## src/rtl/fetch_buffer.sv

```systemverilog
// Instruction FIFO between prefetch and decode, with taken-branch flush and a
// squash window that drops stale prefetch packets still in flight.
module fetch_buffer #(
  parameter int unsigned DEPTH         = 8,
  parameter int unsigned SQUASH_CYCLES = 2,
  parameter int unsigned XLEN          = 32
) (
  input  logic                       clock,
  input  logic                       reset,
  input  logic                       flush,
  input  logic                       in_valid,
  input  logic [31:0]                in_inst,
  input  logic [XLEN-1:0]            in_pc,
  input  logic [XLEN-1:0]            in_npc,
  output logic                       in_ready,
  output logic                       out_valid,
  output logic [31:0]                out_inst,
  output logic [XLEN-1:0]            out_pc,
  output logic [XLEN-1:0]            out_npc,
  input  logic                       out_ready,
  output logic [$clog2(DEPTH):0]     count,
  output logic                       squashing
);

  localparam int unsigned PW   = $clog2(DEPTH);
  localparam int unsigned CNTW = PW + 1;
  localparam int unsigned SQW  = (SQUASH_CYCLES > 0) ? $clog2(SQUASH_CYCLES + 1) : 1;

  typedef struct packed {
    logic [31:0]     inst;
    logic [XLEN-1:0] pc;
    logic [XLEN-1:0] npc;
  } entry_t;

  entry_t          mem [DEPTH];
  entry_t          head_entry;
  logic [PW-1:0]   head;
  logic [PW-1:0]   tail;
  logic            push;
  logic            pop;

  // Handshake decode; flush and the squash window override both sides
  assign in_ready  = (count != CNTW'(DEPTH));
  assign out_valid = (count != '0);
  assign push      = in_valid & in_ready & ~flush & ~squashing;
  assign pop       = out_valid & out_ready & ~flush;

  assign head_entry = mem[head];
  assign out_inst   = out_valid ? head_entry.inst : '0;
  assign out_pc     = out_valid ? head_entry.pc   : '0;
  assign out_npc    = out_valid ? head_entry.npc  : '0;

  // Pointer and occupancy state
  always_ff @(posedge clock or negedge reset) begin
    if (!reset) begin
      head  <= '0;
      tail  <= '0;
      count <= '0;
    end else if (flush) begin
      head  <= '0;
      tail  <= '0;
      count <= '0;
    end else begin
      if (push) tail <= tail + PW'(1);
      if (pop)  head <= head + PW'(1);
      case ({push, pop})
        2'b10:   count <= count + CNTW'(1);
        2'b01:   count <= count - CNTW'(1);
        default: count <= count;
      endcase
    end
  end

  // Entry storage carries no reset; contents are only visible while counted
  always_ff @(posedge clock) begin
    if (push) mem[tail] <= '{inst: in_inst, pc: in_pc, npc: in_npc};
  end

  generate
    if (SQUASH_CYCLES > 0) begin : g_squash
      typedef enum logic {S_IDLE, S_SQUASH} state_t;
      state_t         state;
      state_t         state_next;
      logic [SQW-1:0] sq_cnt;
      logic [SQW-1:0] sq_cnt_next;

      always_ff @(posedge clock or negedge reset) begin
        if (!reset) begin
          state  <= S_IDLE;
          sq_cnt <= '0;
        end else begin
          state  <= state_next;
          sq_cnt <= sq_cnt_next;
        end
      end

      // A flush (re)loads the window; otherwise count down and leave at zero
      always_comb begin
        state_next  = state;
        sq_cnt_next = sq_cnt;
        if (flush) begin
          state_next  = S_SQUASH;
          sq_cnt_next = SQW'(SQUASH_CYCLES);
        end else if (state == S_SQUASH) begin
          sq_cnt_next = sq_cnt - SQW'(1);
          if (sq_cnt == SQW'(1)) state_next = S_IDLE;
        end
      end

      assign squashing = (state == S_SQUASH);
    end else begin : g_no_squash
      assign squashing = 1'b0;
    end
  endgenerate

  a_count_bound: assert property (@(posedge clock) disable iff (!reset)
    count <= CNTW'(DEPTH));
  a_no_pop_empty: assert property (@(posedge clock) disable iff (!reset)
    !(pop && (count == '0)));

endmodule

```

## config.mk

```make
export PLATFORM = sky130hd
export DESIGN_NAME = fetch_buffer
export DESIGN_NICKNAME = d
export VERILOG_FILES = /design/src/rtl/fetch_buffer.sv
export SDC_FILE = /design/constraint.sdc
export NUM_CORES = 1
export LEC_CHECK = 0
export ABC_AREA = 1
export BUFFER_PORTS_ARGS = -buffer_cell sky130_fd_sc_hd__buf_4
export CAP_MARGIN = 40
export CORE_MARGIN = 2
export CORE_UTILIZATION = 60
export CTS_CLUSTER_DIAMETER = 80
export CTS_CLUSTER_SIZE = 12
export DETAILED_ROUTE_END_ITERATION = 10
export PLACE_DENSITY = 0.79
export SLEW_MARGIN = 10
export SYNTH_ARGS = -nofsm -noshare
export SYNTH_HDL_FRONTEND = slang
export SYNTH_SLANG_ARGS = --single-unit
```

## constraint.sdc

```tcl
create_clock -name clock -period 6.06 [get_ports clock]
set_clock_uncertainty 0.1 [all_clocks]
set_input_delay 0.303 -clock clock [delete_from_list [all_inputs] [get_ports clock]]
set_output_delay 0.303 -clock clock [all_outputs]
set_load 0.05 [all_outputs]
```

After elaboration in Yosys (flattened, before gate mapping)
Memory sizes are Yosys's and may differ from the RTL's.
Index checks and enable logic that the tools add are counted.
{"block": "word_totals", "reg_bits": 13, "output_inout_bits": 103, "wordCells": 43, "mem_bits_rw": 768, "memories": 1, "input_bits": 101}
{"memory": "mem", "words": 8, "word_bits": 96, "read_ports": 1, "rd_clocked_by_memory_dff": 0, "wr": 1, "line": "35", "rtl": "entry_t mem [DEPTH];"}
{"block": "op_classes", "n_addsub": 5, "n_mux": 16, "reduce_logical": 5, "eq_ne": 4, "bitwise_logic": 7}
{"cell": "$mux 32", "count": 3}
{"cell": "$mux 3", "count": 4}
{"cell": "$pmux 4 s2", "count": 1}
{"cell": "$add 3x1->3 const B", "count": 2}
{"cell": "$reduce_bool 2->1", "count": 3}
{"cell": "$and 1x1->1", "count": 5}
{"cell": "$mux 1", "count": 5}
{"cell": "$add 4x1->4 const B", "count": 1}
{"cell": "$eq 2x1->1 const B", "count": 2}
{"cell": "$mux 2", "count": 2}
{"cell": "$mux 4", "count": 1}
{"cell": "$ne 4x4->1 const B", "count": 1}
{"cell": "$reduce_bool 4->1", "count": 1}
{"cell": "$sub 4x1->4 const B", "count": 1}
{"cell": "$reduce_bool 3->1", "count": 1}
{"cell": "$eq 2x2->1 const B", "count": 1}
{"cell": "$not 1->1", "count": 2}
{"cell": "$sub 2x1->2 const B", "count": 1}

Depth between registers and ports, before layout
Gate-level depths: netlist of the first run.
{"block": "depth", "ltp_word": 7, "mapped_depth": 14, "depth_no_buf": 14}

Worst setup path after synthesis of the first run
No wires, ideal clock.
{"block": "synth_timing", "path_kind": "register to register", "start": "register count[0]", "end": "memory mem[0][0] in the netlist's numbering, enable pin", "arrival_ps": 5588, "path_stages_with_launch": 7, "path_buffers": 0, "period_less_slack_ps": 6239, "required_ps": 5409, "setup_ps": 551, "path_slack_ps": -179, "path_cell_list": "dfrtp_1 nor2_2 nand2_1 nand2_2 inv_1 nand2_1 nor2_1"}
{"block": "synth_between", "elab_chain_len": 6}
{"element": "from (decl)", "line": "21", "rtl": "output logic [$clog2(DEPTH):0] count,"}
{"element": "from (signal assigned)", "line": "67", "rtl": "2'b10: count <= count + CNTW'(1);"}
{"element": "from (signal assigned)", "line": "68", "rtl": "2'b01: count <= count - CNTW'(1);"}
{"element": "from (signal assigned)", "line": "69", "rtl": "default: count <= count;"}
{"element": "$ne 4x4->1", "line": "43", "rtl": "assign in_ready = (count != CNTW'(DEPTH));"}
{"element": "net in_ready", "line": "15", "rtl": "output logic in_ready,"}
{"element": "$and 1x1->1 (3 in series)", "line": "45", "rtl": "assign push = in_valid & in_ready & ~flush & ~squashing;"}
{"element": "$mux 1", "line": "76", "rtl": "if (push) mem[tail] <= '{inst: in_inst, pc: in_pc, npc: in_npc};"}
{"element": "$mux 1 (not written as such)", "line": "76"}
{"element": "to (decl)", "line": "35"}
The timed path passes the listed nets, and every way through them passes these cells.

Worst setup path in the final report of the first run
{"block": "layout_timing", "start": "register head[0]", "end": "output port out_pc[29]"}
{"block": "layout_between", "elab_chain_len": 2}
{"element": "from (decl)", "line": "37", "rtl": "logic [PW-1:0] head;"}
{"element": "from (signal assigned)", "line": "65", "rtl": "if (pop) head <= head + PW'(1);"}
{"element": "$mem_v2 8x96"}
{"element": "$mux 32", "line": "50", "rtl": "assign out_pc = out_valid ? head_entry.pc : '0;"}
{"element": "to (decl)", "line": "18", "rtl": "output logic [XLEN-1:0] out_pc,"}
No other way between the ends.

==> results of run 1 <==
==> final timing paths <==
path / cells past startpoint / startpoint / end / slack (ns)
setup / recovery: 7 / head[0]$_DFFE_PN0P_ / out_pc[29] / 1.80
hold / removal: 7 / in_valid / tail[1]$_DFFE_PN0P_ / 0.18
setup reg to reg: 8 / squashing$_DFF_PN0_ / mem[6][90]$_DFFE_PP_ / 2.93
hold reg to reg: 2 / g_squash.sq_cnt[1]$_DFFE_PN0P_ / g_squash.sq_cnt[1]$_DFFE_PN0P_ / 0.44
max in group asynchronous: 3 / reset / head[1]$_DFFE_PN0P_ / 4.72
min in group asynchronous: 3 / reset / tail[1]$_DFFE_PN0P_ / 0.69
==> timing repair <==
item / in CTS / in global routing
endpoints found under the hold margin: 792 / 0
buffers inserted: 0 / 0
resized for setup: 0 / 0
hold buffers: 100 / 0
==> state kept, by name, summed over array words and instances (netlist names) <==
name and cells:
mem 768, squashing 1, count 4, tail 3
g_squash.sq_cnt 2, head 3
==> power by group <==
group / internal [mW] / switching [mW]
logic: 1.53 / 4.07
clock network: 2.36 / 1.80
registers: 5.98 / 0.0805
==> cells by family (layout without fill, tap and decap cells) <==
logic type | count (synthesis) | count (layout) | share of synthesized area
xor gates and xnor gates | 1 | 1 | 0.000288
DFF | 781 | 781 | 0.768
and+or+nand+nor | 634 | 634 | 0.0793
other | 0 | 4 | 0
AOI/OAI and AO/OA | 686 | 686 | 0.121
adders and majority gates | 5 | 5 | 0.00205
buffers and inverters | 180 | 450 | 0.0296
==> tightest hold or removal path, stage by stage <==
cell	delay (ns)
buf_4	0.11
inv_1	0.05
nor2_1	0.04
nand2_2	0.11
inv_1	0.09
nand2_1	0.06
o21ai_0	0.07
==> cell usage after synthesis, drive strengths merged <==
cell type and count:
edfxtp 768, nand2 35, inv 22, a31oi 96, nor2 591, o21a 2
dfrtp 13, o22ai 96, o21ai 488, a21oi 4, clkbuf 87, nand3 6
buf 71, nand4 1, ha 5, or2 1, xnor2 1
==> layout make-up <==
cell class / instances / area (um2)
Timing Repair Buffer: 333 / 2890
Fill cell: 3102 / 14600
Antenna cell: 4 / 10.0
Inverter: 22 / 100
Sequential cell: 781 / 23400
Tap cell: 672 / 841
Multi-Input combinational cell: 1326 / 6240
Clock buffer: 92 / 2030
Clock inverter: 3 / 47.5
==> metal layers <==
metal / routed length, um / track usage
met1: 27300 / 0.361
met2: 34200 / 0.431
met3: 5980 / 0.0439
met4: 1920 / 0.0950
met5: 0 / 0
==> stage by stage <==
stage	hold slack (ns)	setup TNS, ns	std cells
after floorplan	-0.0926	-132.85	2287
after global placement	0.0531	0	3031
after detailed placement	0.0568	0	3034
after CTS	0.141	0	3229
after global routing	0.215	0	3231
final	0.181	0	3233
==> cell usage in the layout, fill, tap and decap left out <==
cell / count
bufinv_16: 1
nand4_1: 1
o21ai_1: 101
nor2_2: 4
dfrtp_4: 2
diode_2: 4
o21ai_0: 387
inv_6: 4
nand2_2: 3
nor2_1: 579
or2_2: 1
a21oi_1: 3
xnor2_1: 1
o21a_1: 2
dlygate4sd3_1: 100
inv_2: 3
nand3_1: 6
nor2_4: 8
a21oi_4: 1
nand2_1: 31
buf_16: 3
edfxtp_1: 768
buf_4: 224
clkbuf_16: 79
a31oi_1: 96
inv_8: 1
inv_1: 16
ha_1: 5
clkbuf_1: 13
dfrtp_1: 11
buf_12: 6
nand2_4: 1
o22ai_1: 96
==> impl_metrics.toml, run 1 <==
[setup_path]
worstPathCellList = "buf_4, buf_4, o21ai_0, o22ai_1, o21ai_1, a31oi_1, buf_4"
critPathTopFamily = "buffers and inverters"
slowest_delay_ns = 0.74
worst_setup_path_end_kind = "output port"
crit_slowest_cell = "buf_4"
crit_fanout = 86
critPathBufInv = 3
critical_path_class = "reg2out"
worst_setup_path_start_kind = "flip-flop"
critPathArrivalTime_ns = 3.85
required_ns = 5.66
cpMostUsedCell = "buf_4"

[timing]
hold_viol = 0
worstMarginPinSlew_ns = 1.15
rsz0062_at_grt = "false"
setup_viol = 0
setup_ws_ns = 1.80
slew_violations = 0
slew_headroom = 0.231
period_share = 0.702
fin_crit_ns = 4.26
fmax_ghz = 0.235

[floorplan]
dieArea_mm2 = 0.0526
core_area_mm2 = 0.0502
boundaryPins = 204
fp.dieH_um = 229
die_w_um = 229
initial_utilization = 0.607
rows = 82

[layout]
design_area_mm2 = 0.0355
final_nets = 2645
area.growth.synth_to_final_pct = 16.7
final_util = 0.708
final_layout_size_suffix_gt1_frac = 0.133

[power]
cellPowerDensity_mw_per_mm2 = 445
peakVddDrop_v = 0.000378
power.total_mw = 15.8
leakage_nw = 12.0

[grt]
grt-ovfl-total = 0
antenna_found_initial = 3
grt_max_degree = 216
grt_pass1_vias = 19100
grt_pass1_wl_mm = 107
grtUsageTotal = 0.263

[clock_network]
worstSkewPairLatency_ns = 0.60
cts_buffers = 75
cts_tree = "built"
max-clock-path-buffers = 3
cts_root_buf = "clkbuf_16"
clock_sinks = 781
htreeDepth = 3
clk_pin_slew_worst_paths_ns = 0.06

[drt]
vias = 19600
drtIter0Drc = 2482
via_per_inst = 6.07
routedWlPerCell_um = 21.5
ant_nets = 0
wl_mm = 69.4
drc_errors = 0
drt-pass1-iter-count = 6

[logic_synthesis]
synth_cell_types = 29
ys_warn_count = 0
seq_area_frac_synth = 0.768
syn_area_mm2 = 0.0305
synth_top_area_share = 0.757
avgSynthCellArea_um2 = 13.3
syn_inst = 2287
synth_area_leaders = "edfxtp_1 76%, nor2_1 7.2%, o21ai_0 6.4%"
synth_nets = 2393
synth_top_cell_by_area = "edfxtp_1"
ys_seq_elements = 781

[run]
maxCapViolCount = 0

[placed_design]
port_buffers = 203
place_area_mm2 = 0.0325
gp_congestion = 0.789
place_ws_ns = 2.54
place_hpwl_mm = 33.8

[outcome]
outcome = "complete, no violations"

[min_path]
hold_class = "in2reg"
No activity file was read; power rests on OpenSTA's default activity.
==> run 2: changes to the inputs <==
CORE_UTILIZATION = 54   (was 60)
PLACE_DENSITY = 0.75   (was 0.79)
clock period = 3.6 ns   (was 6.06 ns; I/O delays follow)
==> impl_metrics.toml, run 2 (synthesis results as in run 1) <==
[outcome]
outcome = "complete, no violations"

[layout]
final_nets = 2662
top_regs = "mem: 768 flops, count: 4 flops"
largest_register_ffs = 768
final_common_cell = "edfxtp_1"
stdcell_count = 3331
regMostFlops = "mem"
final_util = 0.640
area.growth.synth_to_final_pct = 17.8
mostFrequentLayoutCells = "768 x edfxtp_1, 579 x nor2_1, 387 x o21ai_0"
design_area_mm2 = 0.0359
final_layout_size_suffix_gt1_frac = 0.139

[power]
cellPowerDensity_mw_per_mm2 = 742
combPwrFrac = 0.358
p_switching_mw = 10.0
swShare = 0.377
power.total_mw = 26.7
leakage_nw = 12.1
power_frac_seq = 0.382
peakVddDrop_v = 0.000564
p_int_mw = 16.6
p_clk_frac = 0.259

[timing]
setup_viol = 0
fmax_ghz = 0.298
hold_viol = 0
slew_headroom = 0.358
fin_crit_ns = 3.36
rsz0062_at_grt = "false"
whs_ns = 0.0774
worstMarginPinSlew_ns = 0.963
period_share = 0.933
setup_ws_ns = 0.243
fin_tns_setup_ns = 0
slew_violations = 0

[clock_network]
clk_pin_slew_worst_paths_ns = 0.06
clock_sinks = 781
max-clock-path-buffers = 3
worstSkewPairLatency_ns = 0.60
cts_tree = "built"
htreeDepth = 3
cts_buffers = 75
cts_root_buf = "clkbuf_16"

[run]
maxCapViolCount = 0

[drt]
dr_wl_met2_mm = 34.9
routedWlPerCell_um = 21.2
drt-pass1-iter-count = 5
wl_met3_mm = 5.34
drc_errors = 0
via_per_inst = 5.87
drtIter0Drc = 2121
wl_met1_mm = 28.4
highest_layer = "met5"
ant_nets = 0
wl_mm = 70.7
vias = 19600

[min_path]
hold_class = "in2reg"
min_path_cells = 7

[grt]
grt_max_degree = 122
grt-ovfl-total = 0
grtUsageTotal = 0.240
antenna_found_initial = 6
grt_pass1_wl_mm = 109
grt_pass1_vias = 19100

[setup_path]
worst_setup_path_start_kind = "flip-flop"
crit_fanout = 76
worst_setup_path_end_kind = "output port"
worstPathCellList = "buf_4, o21ai_0, o22ai_1, o21ai_0, a31oi_1, buf_4"
critPathArrivalTime_ns = 3.08
required_ns = 3.32
critical_path_class = "reg2out"
slowest_delay_ns = 0.69
crit_slowest_cell = "buf_4"
ff2ff_path_depth = 8

[floorplan]
fp.dieH_um = 242
die_w_um = 242
rows = 87
core_area_mm2 = 0.0561
dieArea_mm2 = 0.0583
boundaryPins = 204
initial_utilization = 0.543

[placed_design]
port_buffers = 203
gp_congestion = 0.757
place_ws_ns = 0.799
post-place-cells = 3135
place_area_mm2 = 0.0329
place_hpwl_mm = 35.7
[run 2: cell type report]
type / instances / area (um2)
antenna: 4 / 10.0
clock buffer: 90 / 2000
clock inverter: 2 / 27.5
fill: 3954 / 20200
inverter: 22 / 103
multi-input combinational: 1326 / 6240
sequential: 781 / 23400
tap: 756 / 946
timing repair buffer: 350 / 3180
[run 2: power by group through the flow]
stage	clock (mW)	combinational [mW]	sequential [mW]
after CTS	7.03	9.54	10.2
after floorplan	0	6.58	10.4
after global placement	0	9.27	10.4
final	6.92	9.55	10.2
after global routing	7.37	10.1	10.2
after detailed placement	0	9.40	10.4
[run 2: timing repair]
item	in CTS	in global routing
buffers inserted	0	0
hold buffers	100	0
endpoints found under the setup margin	0	1
endpoints found under the hold margin	794	0
resized for setup	0	1
[run 2: path summary, 6_finish.rpt]
check                                                from                             end  slack [ns]
max                                   head[0]$_DFFE_PN0P_                    out_inst[31]        0.24
min                                              in_valid             tail[1]$_DFFE_PN0P_        0.08
max reg2reg                           squashing$_DFF_PN0_            mem[3][16]$_DFFE_PP_        1.03
min reg2reg                g_squash.sq_cnt[0]$_DFFE_PN0P_  g_squash.sq_cnt[0]$_DFFE_PN0P_        0.45
max in group asynchronous                           reset             head[0]$_DFFE_PN0P_        2.20
min in group asynchronous                           reset             head[1]$_DFFE_PN0P_        0.65
[run 2: metal layers]
| layer | track usage | up-vias |
|---|---|---|
| met3 | 0.0365 | 152 |
| met5 | 0 | - |
| met4 | 0.0943 | 4 |
| met1 | 0.324 | 9607 |
| li1 | - | 8947 |
| met2 | 0.395 | 843 |
[run 2: worst max-delay path, delay by kind of cell, from the launching register on]
kind	cells	cell delay, ns
compound gates	4	0.86
flops	1	0.64
buf+inv	2	0.94
==> run 3: changes to the inputs <==
CORE_UTILIZATION = 31   (was 54)
HOLD_SLACK_MARGIN = 0.15   (was unset)
PLACE_DENSITY = unset   (was 0.75)
==> impl_metrics.toml, run 3 (synthesis results as in run 1) <==
[placed_design]
place_area_mm2 = 0.0336
gp_congestion = 0.731
place_hpwl_mm = 40.2
port_buffers = 203

[grt]
grt-ovfl-total = 0
grt_max_degree = 133
grt_pass1_wl_mm = 117
antenna_found_initial = 3
grt_pass1_vias = 19000
grtUsageTotal = 0.150

[timing]
slew_violations = 0
setup_viol = 0
slew_headroom = 0.460
fin_crit_ns = 3.26
fin_tns_setup_ns = 0
worstMarginPinSlew_ns = 0.810
rsz0062_at_grt = "false"
fmax_ghz = 0.307
hold_viol = 0
whs_ns = 0.213
period_share = 0.906

[power]
power.total_mw = 27.2
combPwrFrac = 0.356
peakVddDrop_v = 0.000628
p_switching_mw = 10.4
leakage_nw = 12.3
swShare = 0.383
p_int_mw = 16.8
power_frac_seq = 0.374
cellPowerDensity_mw_per_mm2 = 736
p_clk_frac = 0.270

[setup_path]
crit_fanout = 46
ff2ff_path_depth = 13
required_ns = 3.32
rrSetupSlack_ns = 1.08
worst_setup_path_end_kind = "output port"
critPathArrivalTime_ns = 2.98
critical_path_class = "reg2out"
r2r-end = "count[2]$_DFFE_PN0P_"
cpMostUsedCell = "buf_4"
crit_slowest_cell = "dfrtp_4"
slowest_delay_ns = 0.51
worstPathCellList = "inv_6, buf_4, o21ai_0, o22ai_1, o21ai_1, a31oi_1, buf_4"
worst_setup_path_start_kind = "flip-flop"
rr_startpoint = "count[2]$_DFFE_PN0P_"

[floorplan]
fp.dieH_um = 318
die_w_um = 318
core_area_mm2 = 0.0970
rows = 114
boundaryPins = 204
dieArea_mm2 = 0.101
initial_utilization = 0.314

[clock_network]
max-clock-path-buffers = 3
cts_hold_buf = 109
worstSkewPairLatency_ns = 0.65
clk_pin_slew_worst_paths_ns = 0.06
cts.repair.resized = 0
clock_sinks = 781
cts_buffers = 77
cts_tree = "built"
cts_root_buf = "clkbuf_16"
postCtsSetupRepairBufs = 0
htreeDepth = 3

[run]
maxCapViolCount = 0

[min_path]
hold_path_end = "mem[5][66]$_DFFE_PP_"
min_from = "in_inst[2]"
min_path_cells = 2
hold_class = "in2reg"

[layout]
area.sequential_mm2 = 0.0234
area.growth.synth_to_final_pct = 21.1
mostFrequentLayoutCells = "768 x edfxtp_1, 579 x nor2_1, 387 x o21ai_0"
final_layout_size_suffix_gt1_frac = 0.147
top_regs = "mem: 768 flops, count: 4 flops"
design_area_mm2 = 0.0369
fillers = 9218
multiInputGateArea_mm2 = 0.00624
final_nets = 2686
largest_register_ffs = 768
final_common_cell = "edfxtp_1"
regMostFlops = "mem"

[drt]
vias = 19000
routedWlPerCell_um = 19.8
ant_nets = 0
drc_errors = 0
via_per_inst = 4.91
wl_mm = 76.9
drt-pass1-iter-count = 7
drtIter0Drc = 1450

[outcome]
outcome = "complete, no violations"
==> run 3: cell count changes in the layout (fill, tap and decap cells not counted), sizes merged <==
cell,delta
bufinv,+1
buf,+13
dlygate4sd3,+9
clkinv,+8
inv,+3
diode,-2
clkbuf,-8
==> run 3: layout make-up <==
type | instances | area share
Timing Repair Buffer | 372 | 0.0916
Tap cell | 1276 | 0.0433
Sequential cell | 781 | 0.634
Multi-Input combinational cell | 1326 | 0.169
Clock buffer | 82 | 0.0527
Antenna cell | 2 | 0.000136
Clock inverter | 14 | 0.00607
Inverter | 22 | 0.00285
==> run 3: power groups by stage <==
stage | Sequential, mW | Clock [mW] | Combinational (mW)
2_1_floorplan | 10.4 | 0 | 6.58
3_3_place_gp | 10.3 | 0 | 9.64
3_5_place_dp | 10.3 | 0 | 9.67
4_1_cts | 10.1 | 7.59 | 9.80
5_1_grt | 10.2 | 7.89 | 10.4
6_report | 10.1 | 7.34 | 9.68
==> run 3: layer usage <==
metal | part of all wire | up-vias | GRT usage
li1 | - | 8989 | -
met1 | 0.44 | 9498 | 0.194
met2 | 0.50 | 456 | 0.258
met3 | 0.047 | 95 | 0.0264
met4 | 0.019 | 0 | 0.0443
met5 | 0 | - | 0
==> run 3: worst max-delay path, delay by kind of cell (launching register included) <==
kind	cells	cell delay [ns]
DFF	1	0.51
buffers and inverters	3	1.06
AOI/OAI and AO/OA	4	0.71
==> run 3: metrics by stage <==
step | worst slack, ns | instances | util
finish | 0.340 | 3875 | 0.380
global route | 0.153 | 3875 | 0.380
CTS | 0.243 | 3873 | 0.380
detailed placement | 1.05 | 3668 | 0.347
global placement | 1.05 | 3668 | 0.347
floorplan | -0.886 | 2287 | -
==> run 3: how the worst max path moves through the flow <==
stage                                    start              endpoint  slack, ns  depth (start not counted)
final                      head[1]$_DFFE_PN0P_            out_pc[26]       0.34                          7
after floorplan           count[1]$_DFFE_PN0P_   mem[1][0]$_DFFE_PP_      -0.89                          6
after global routing       head[1]$_DFFE_PN0P_            out_pc[26]       0.15                          7
after detailed placement   head[1]$_DFFE_PN0P_            out_npc[4]       1.05                          7
after CTS                  head[1]$_DFFE_PN0P_            out_pc[26]       0.24                          7
after global placement     squashing$_DFF_PN0_  mem[3][82]$_DFFE_PP_       1.05                          8
